--- src/rtl/encoder_fec_pkg.sv ---
// Shared FEC encoder types, plus the state encoding of the encoder arbiter.
package encoder_fec_pkg;

  typedef logic [7:0]  message_data_t;
  typedef logic [15:0] encoded_message_data_t;

  localparam int HALF_CLK_PERIOD = 5;

  typedef enum logic [1:0] {
    IDLE = 2'd0,
    WAIT = 2'd1,
    RESP = 2'd2
  } arb_state_t;

endpackage

--- src/rtl/fec_rr_pick.sv ---
// Rotating-priority pick: first set request strictly after last_grant, wrapping.
module fec_rr_pick #(
  parameter  int N_REQ = 4,
  localparam int SRC_W = $clog2(N_REQ)
) (
  input  logic [N_REQ-1:0] req,
  input  logic [SRC_W-1:0] last_grant,
  output logic [SRC_W-1:0] grant,
  output logic             grant_valid
);

  // cand[gi] is the channel sitting gi+1 places after last_grant
  logic [SRC_W-1:0] cand [N_REQ];

  generate
    for (genvar gi = 0; gi < N_REQ; gi++) begin : g_cand
      logic [SRC_W:0] sum;
      assign sum = {1'b0, last_grant} + (SRC_W+1)'(gi + 1);
      assign cand[gi] = (sum >= (SRC_W+1)'(N_REQ)) ? SRC_W'(sum - (SRC_W+1)'(N_REQ))
                                                   : sum[SRC_W-1:0];
    end
  endgenerate

  // Walk from farthest to nearest so the nearest requesting channel wins.
  always_comb begin
    grant       = '0;
    grant_valid = 1'b0;
    for (int i = N_REQ - 1; i >= 0; i--) begin
      if (req[cand[i]]) begin
        grant       = cand[i];
        grant_valid = 1'b1;
      end
    end
  end

endmodule

--- src/rtl/fec_encoder_arbiter.sv ---
// Round-robin sharing of one FEC encoder among N_REQ requesters, with a
// per-transaction watchdog that aborts a hung encoder handshake.
module fec_encoder_arbiter
  import encoder_fec_pkg::*;
#(
  parameter  int N_REQ       = 4,
  parameter  int TIMEOUT_CYC = 64,
  localparam int SRC_W       = $clog2(N_REQ)
) (
  input  logic                  clk,
  input  logic                  rst,
  input  logic                  en,
  input  logic [N_REQ-1:0]      req_in,
  input  message_data_t         data_in [N_REQ],
  output logic [N_REQ-1:0]      ack_out,
  output encoded_message_data_t data_out,
  output logic [SRC_W-1:0]      src_id,
  output logic                  enc_req,
  output message_data_t         enc_data,
  input  logic                  enc_ack,
  input  encoded_message_data_t enc_result,
  output logic                  busy,
  output logic                  timeout_err
);

  localparam int CNT_W = $clog2(TIMEOUT_CYC);

  arb_state_t            state_reg, state_next;
  logic [SRC_W-1:0]      grant_reg, grant_next;
  logic [SRC_W-1:0]      last_grant_reg, last_grant_next;
  message_data_t         enc_data_reg, enc_data_next;
  encoded_message_data_t data_out_reg, data_out_next;
  logic [SRC_W-1:0]      src_id_reg, src_id_next;
  logic [CNT_W-1:0]      cnt_reg, cnt_next;
  logic                  timeout_reg, timeout_next;

  logic [SRC_W-1:0]      pick_idx;
  logic                  pick_valid;

  fec_rr_pick #(.N_REQ(N_REQ)) u_pick (
    .req         (req_in),
    .last_grant  (last_grant_reg),
    .grant       (pick_idx),
    .grant_valid (pick_valid)
  );

  always_ff @(posedge clk) begin
    if (rst) begin
      state_reg      <= IDLE;
      grant_reg      <= '0;
      last_grant_reg <= SRC_W'(N_REQ - 1);
      enc_data_reg   <= '0;
      data_out_reg   <= '0;
      src_id_reg     <= '0;
      cnt_reg        <= '0;
      timeout_reg    <= 1'b0;
    end else begin
      state_reg      <= state_next;
      grant_reg      <= grant_next;
      last_grant_reg <= last_grant_next;
      enc_data_reg   <= enc_data_next;
      data_out_reg   <= data_out_next;
      src_id_reg     <= src_id_next;
      cnt_reg        <= cnt_next;
      timeout_reg    <= timeout_next;
    end
  end

  always_comb begin
    state_next      = state_reg;
    grant_next      = grant_reg;
    last_grant_next = last_grant_reg;
    enc_data_next   = enc_data_reg;
    data_out_next   = data_out_reg;
    src_id_next     = src_id_reg;
    cnt_next        = cnt_reg;
    timeout_next    = 1'b0;
    case (state_reg)
      IDLE: begin
        if (en && pick_valid) begin
          grant_next    = pick_idx;
          enc_data_next = data_in[pick_idx];
          cnt_next      = '0;
          state_next    = WAIT;
        end
      end
      WAIT: begin
        cnt_next = cnt_reg + 1'b1;
        // A completing ack takes precedence over an expiring watchdog.
        if (enc_ack) begin
          data_out_next = enc_result;
          src_id_next   = grant_reg;
          state_next    = RESP;
        end else if (cnt_reg == CNT_W'(TIMEOUT_CYC - 1)) begin
          timeout_next    = 1'b1;
          last_grant_next = grant_reg;
          cnt_next        = '0;
          state_next      = IDLE;
        end
      end
      RESP: begin
        last_grant_next = grant_reg;
        cnt_next        = '0;
        state_next      = IDLE;
      end
      default: state_next = IDLE;
    endcase
  end

  generate
    for (genvar gi = 0; gi < N_REQ; gi++) begin : g_ack
      assign ack_out[gi] = (state_reg == RESP) && (grant_reg == SRC_W'(gi));
    end
  endgenerate

  assign enc_req     = (state_reg == WAIT);
  assign busy        = (state_reg != IDLE);
  assign enc_data    = enc_data_reg;
  assign data_out    = data_out_reg;
  assign src_id      = src_id_reg;
  assign timeout_err = timeout_reg;

endmodule

--- config.mk ---
export PLATFORM = sky130hd
export DESIGN_NAME = fec_encoder_arbiter
export DESIGN_NICKNAME = d
export VERILOG_FILES = /design/src/rtl/encoder_fec_pkg.sv /design/src/rtl/fec_rr_pick.sv /design/src/rtl/fec_encoder_arbiter.sv
export SDC_FILE = /design/constraint.sdc
export NUM_CORES = 1
export LEC_CHECK = 0
export CAP_MARGIN = 20
export CORE_MARGIN = 1.5
export CORE_UTILIZATION = 41
export DETAILED_ROUTE_END_ITERATION = 6
export GPL_ROUTABILITY_DRIVEN = 0
export PLACE_DENSITY_LB_ADDON = 0.1
export SYNTH_ARGS = -nofsm -noshare
export SYNTH_HDL_FRONTEND = slang
export SYNTH_HIERARCHICAL = 1
export SYNTH_SLANG_ARGS = --single-unit
--- constraint.sdc ---
create_clock -name clk -period 2.5 [get_ports clk]
set_input_delay 0.25 -clock clk [delete_from_list [all_inputs] [get_ports clk]]
set_output_delay 0.25 -clock clk [all_outputs]
set_load 0.05 [all_outputs]
## Word-level counts from Yosys, hierarchy flattened

Cells that the tools add are included.

| storage, ports and cells | value |
|---|---|
| bits in latches | 0 |
| bits in read-only memories | 0 |
| input port bits | 56 |
| output and inout bits | 33 |
| bits in writable memories | 0 |
| register bits after elaboration | 39 |
| logic and storage cells | 89 |
| memories | 0 |

| operators by class | value |
|---|---|
| $mul | 0 |
| $lt $le $gt $ge | 9 |
| add/sub/neg operators | 9 |
| reduce and logical (&&, ||, !) cells | 16 |
| muxes and demuxes | 35 |
| equal/unequal tests | 10 |
| bitwise logic cells | 2 |
| shift operators | 0 |
| divide/modulo/power cells | 0 |

Operator list:

| operator | count |
|---|---|
| $mux W2 | 13 |
| $mux W6 | 3 |
| $pmux W6 S3 | 1 |
| $bmux W8 S2 | 1 |
| $mux W8 | 2 |
| $ge A3 B3 Y1 const B | 5 |
| $lt A2 B3 Y1 const B | 4 |
| $mux W1 | 9 |
| $bmux W1 S2 | 4 |
| $pmux W2 S2 | 2 |
| $reduce_and A2 Y1 | 4 |
| $sub A2 B1 Y2 const B | 4 |
| $add A2 B2 Y3 const B | 2 |
| $add A6 B1 Y6 const B | 1 |
| $eq A2 B2 Y1 const B | 3 |
| $eq A6 B6 Y1 const B | 1 |
| $logic_and A1 B1 Y1 | 5 |
| $eq A2 B1 Y1 const B | 2 |
| $logic_not A2 Y1 | 2 |
| $ne A2 B2 Y1 const B | 2 |
| $reduce_bool A2 Y1 | 2 |
| $add A2 B1 Y3 const B | 1 |
| $add A2 B3 Y3 const B | 1 |
| $ne A3 B1 Y1 const B | 1 |
| 6 further kinds | 6 |

## Depth between registers and ports, before layout

| depth | value |
|---|---|
| depth after elaboration | 13 |
| gate-level depth with buffers | 8 |
| mapped depth without buffers | 6 |

## By module

Netlist, hierarchy kept.

Modules (own cells, without submodules):

| module | instances | cells each | area each (µm²) | sequential area each (µm²) |
|---|---|---|---|---|
| fec_encoder_arbiter | 1 | 208 | 1790.5 | 780.7 |
| fec_rr_pick | 1 | 14 | 91.3 | 0.0 |

## Worst setup path after synthesis

OpenSTA, ideal clock, no wires.

| path | value |
|---|---|
| kind | register to output |
| from | register state_reg[0] |
| to | output ack_out[0] |
| path buffers | 0 |
| setup slack | 505 ps |
| arrival | 1745 ps |
| cell stages (with the launch flop) | 4 |
| data required time | 2250 ps |
| path through | dfxtp_1 inv_1 ha_1 nor3b_1 |

| between the ends | value |
|---|---|
| cells in the longest elaborated chain, start to end | 2 |

Ends and longest elaborated chain:

| what | RTL line | RTL |
|---|---|---|
| start: declaration | fec_encoder_arbiter.sv:28 | `arb_state_t state_reg, state_next;` |
| start signal: assignment | fec_encoder_arbiter.sv:58 | `state_reg <= state_next;` |
| $eq A2 B2 Y1 | fec_encoder_arbiter.sv:112 | `assign ack_out[gi] = (state_reg == RESP) && (grant_reg == SRC_W'(gi));` |
| $logic_and A1 B1 Y1 | fec_encoder_arbiter.sv:112 |  |
| end: declaration | fec_encoder_arbiter.sv:15 | `output logic [N_REQ-1:0] ack_out,` |

No other way between the ends.

## Worst setup path after layout

Ends and elaborated chain as after synthesis.

==> qor.yml <==
routed-wl-met2_mm: 2.17
postSynthAreaPerCell_um2: 8.48
nNetsFinal: 370
antenna_cells: 0
drc_errors: 0
p_seq_frac: 0.347
timing.rr.start: "last_grant_reg[1]"
status: "complete, no violations"
ys.flop_type: "dfxtp_1"
port_buffers: 88
grt_antenna_before_repair: 0
met3_length_um: 367
fin_crit_ps: 2220
drt_pass1_iterations: 4
rsz0062_at_grt: "false"
ant_nets: 0
required_ps: 2250
hold_path_class: "register to register"
grt_pass1_wl_mm: 7.65
clockBufferDepth: 2
cts.sinks: 39
setup_viol: 0
wl_per_cell_um: 12.4
cts_tree: "built"
cts_buffers: 5
vias_per_cell: 5.00
place_hpwl_mm: 3.41
clockPowerShare: 0.249
cts_root_buf: "clkbuf_8"
tightest_slew_ps: 693
m1WireLength_mm: 1.90
cts_setup_buffers: 0
ir_drop_mv: 0.443
finalMaxSlewViolations: 0
ys_ff_latch: 39
start_util: 0.429
min_period_over_period: 0.888
async_flop_share: 0
min_to: "enc_data[7]"
cts_hold_repair.buffers: 0
clk_latency_ps: 290
top_layer: "met4"
p_leak_nw: 1.09
holdPathStages: 2
r2r_cells: 7
die_w_um: 70.7
hold_start: "enc_data[7]"
swShare: 0.354
drv_cap: 0
vias: 1809
htree_num_levels: 2
finalPower_w: 0.00216
rows: 24
place_inst: 354
largest_reg_flops: 16
seq_area_frac_synth: 0.415
ys_warn_count: 6
drt_iter0_markers: 80
groute.usage.overall: 0.190
syn_area_um2: 1880
critPathLaunchType: "register"
yosysUniqueCellTypes: 39
io_pins: 89
critical_path_peak_fanout: 4
grt_pass1_vias: 1715
cp.arrival_ps: 1970
dpl-instance-area_um2: 2820
syn_nets: 283
max_slew_margin: 0.538
die_h_um: 70.7
finClkSkew_ps: 6.61
grt-ovfl-total: 0
max_freq_mhz: 451
path_class: "register to output pin"
r2r_slack_ps: 650
cts_resized: 0
grt_max_degree: 24
totalNegativeSetupSlack_ps: 0
hold_viol: 0
cp-end-kind: "output pin"
drive_above_1_share: 0.0839
r2r_end: "enc_data[0]"
p_sw_w: 0.000767
netlist_instances: 222
internal_power_w: 0.00140
synth-edff-count: 0
powerDensity_nw_per_um2: 736
path_clk_slew_ps: 80
pwr-share-comb: 0.404
final_area_um2: 2940
core-area_um2: 4380
area_growth_pct: 56.2
routed_wl_mm: 4.50
dieArea_um2: 5000
holdWs_ps: 455
layout.cells.non_filler: 362
==> per-layer routing <==
layer | vias up | track usage
met5 | - | 0
met4 | 0 | 0.0692
met3 | 7 | 0.0670
met2 | 58 | 0.316
met1 | 806 | 0.227
li1 | 938 | -
==> power by group through the flow <==
stage               Sequential, W  Combinational, W  Clock [W]
detailed placement       0.000764          0.000881          0
CTS                      0.000750          0.000883   0.000550
global placement         0.000762          0.000874          0
floorplan                0.000918          0.000436          0
global route             0.000762          0.000952   0.000578
finish                   0.000750          0.000874   0.000539
==> kinds of logic after synthesis <==
logic type                 synth area share
AOI/OAI and AO/OA                     0.160
DFF                                   0.415
xor gates and xnor gates             0.0140
buffers and inverters                0.0439
and+or+nand+nor                       0.228
adders and majority gates            0.0332
muxes                                 0.106
==> Yosys cell counts, types with 2 or more instances <==
master / n / share of area
nand3_1: 2 / 0.0053
mux2i_1: 2 / 0.011
buf_2: 3 / 0.0080
nor2_1: 6 / 0.012
xor2_1: 3 / 0.014
nand2b_1: 3 / 0.010
o21ai_0: 3 / 0.0080
a211oi_1: 2 / 0.0080
clkbuf_1: 7 / 0.014
inv_1: 7 / 0.014
and3_1: 3 / 0.010
nand3b_1: 3 / 0.012
a21oi_1: 35 / 0.093
o2111ai_1: 2 / 0.0093
nand2_1: 64 / 0.13
mux4_2: 8 / 0.096
ha_1: 5 / 0.033
and2_1: 2 / 0.0066
and3b_1: 2 / 0.0093
a211o_1: 2 / 0.0093
buf_1: 2 / 0.0040
dfxtp_1: 39 / 0.41
==> cell type report <==
type                            count  area (µm²)
Clock buffer                        6        82.6
Clock inverter                      2        35.0
Fill cell                         378        1450
Inverter                            7        26.3
Multi-Input combinational cell    163        1020
Sequential cell                    39         781
Tap cell                           52        65.1
Timing Repair Buffer               93         931
==> placed cells by master (no fill, tap or decap), types with 4 or more instances in the layout <==
cell type	count
dfxtp_1	39
inv_1	7
clkbuf_8	6
buf_4	4
nor2_1	6
nand2_1	64
mux4_2	8
ha_1	5
clkdlybuf4s50_1	88
a21oi_1	35
==> worst max-delay path by stage <==
stage	startpoint	end	cells past startpoint
finish	state_reg[0]	ack_out[0]	4
global route	state_reg[0]	ack_out[0]	4
CTS	state_reg[0]	ack_out[0]	4
detailed placement	req_in[3]	enc_data[0]	8
global placement	req_in[3]	enc_data[1]	8
floorplan	state_reg[0]	ack_out[0]	3
==> through the flow <==
step           setup WS (ps)   util
3_5_place_dp             294  0.644
5_1_grt                  130  0.670
6_report                 281  0.670
3_3_place_gp             353  0.644
4_1_cts                  265  0.670
2_1_floorplan            505      -
==> worst max-delay path, cell delays in order (launching register included) <==
cell and delay (ps):
dfxtp_1 320, inv_1 120, ha_1 210, nor3b_1 190
clkdlybuf4s50_1 840
(Power assumes the default switching activity.)
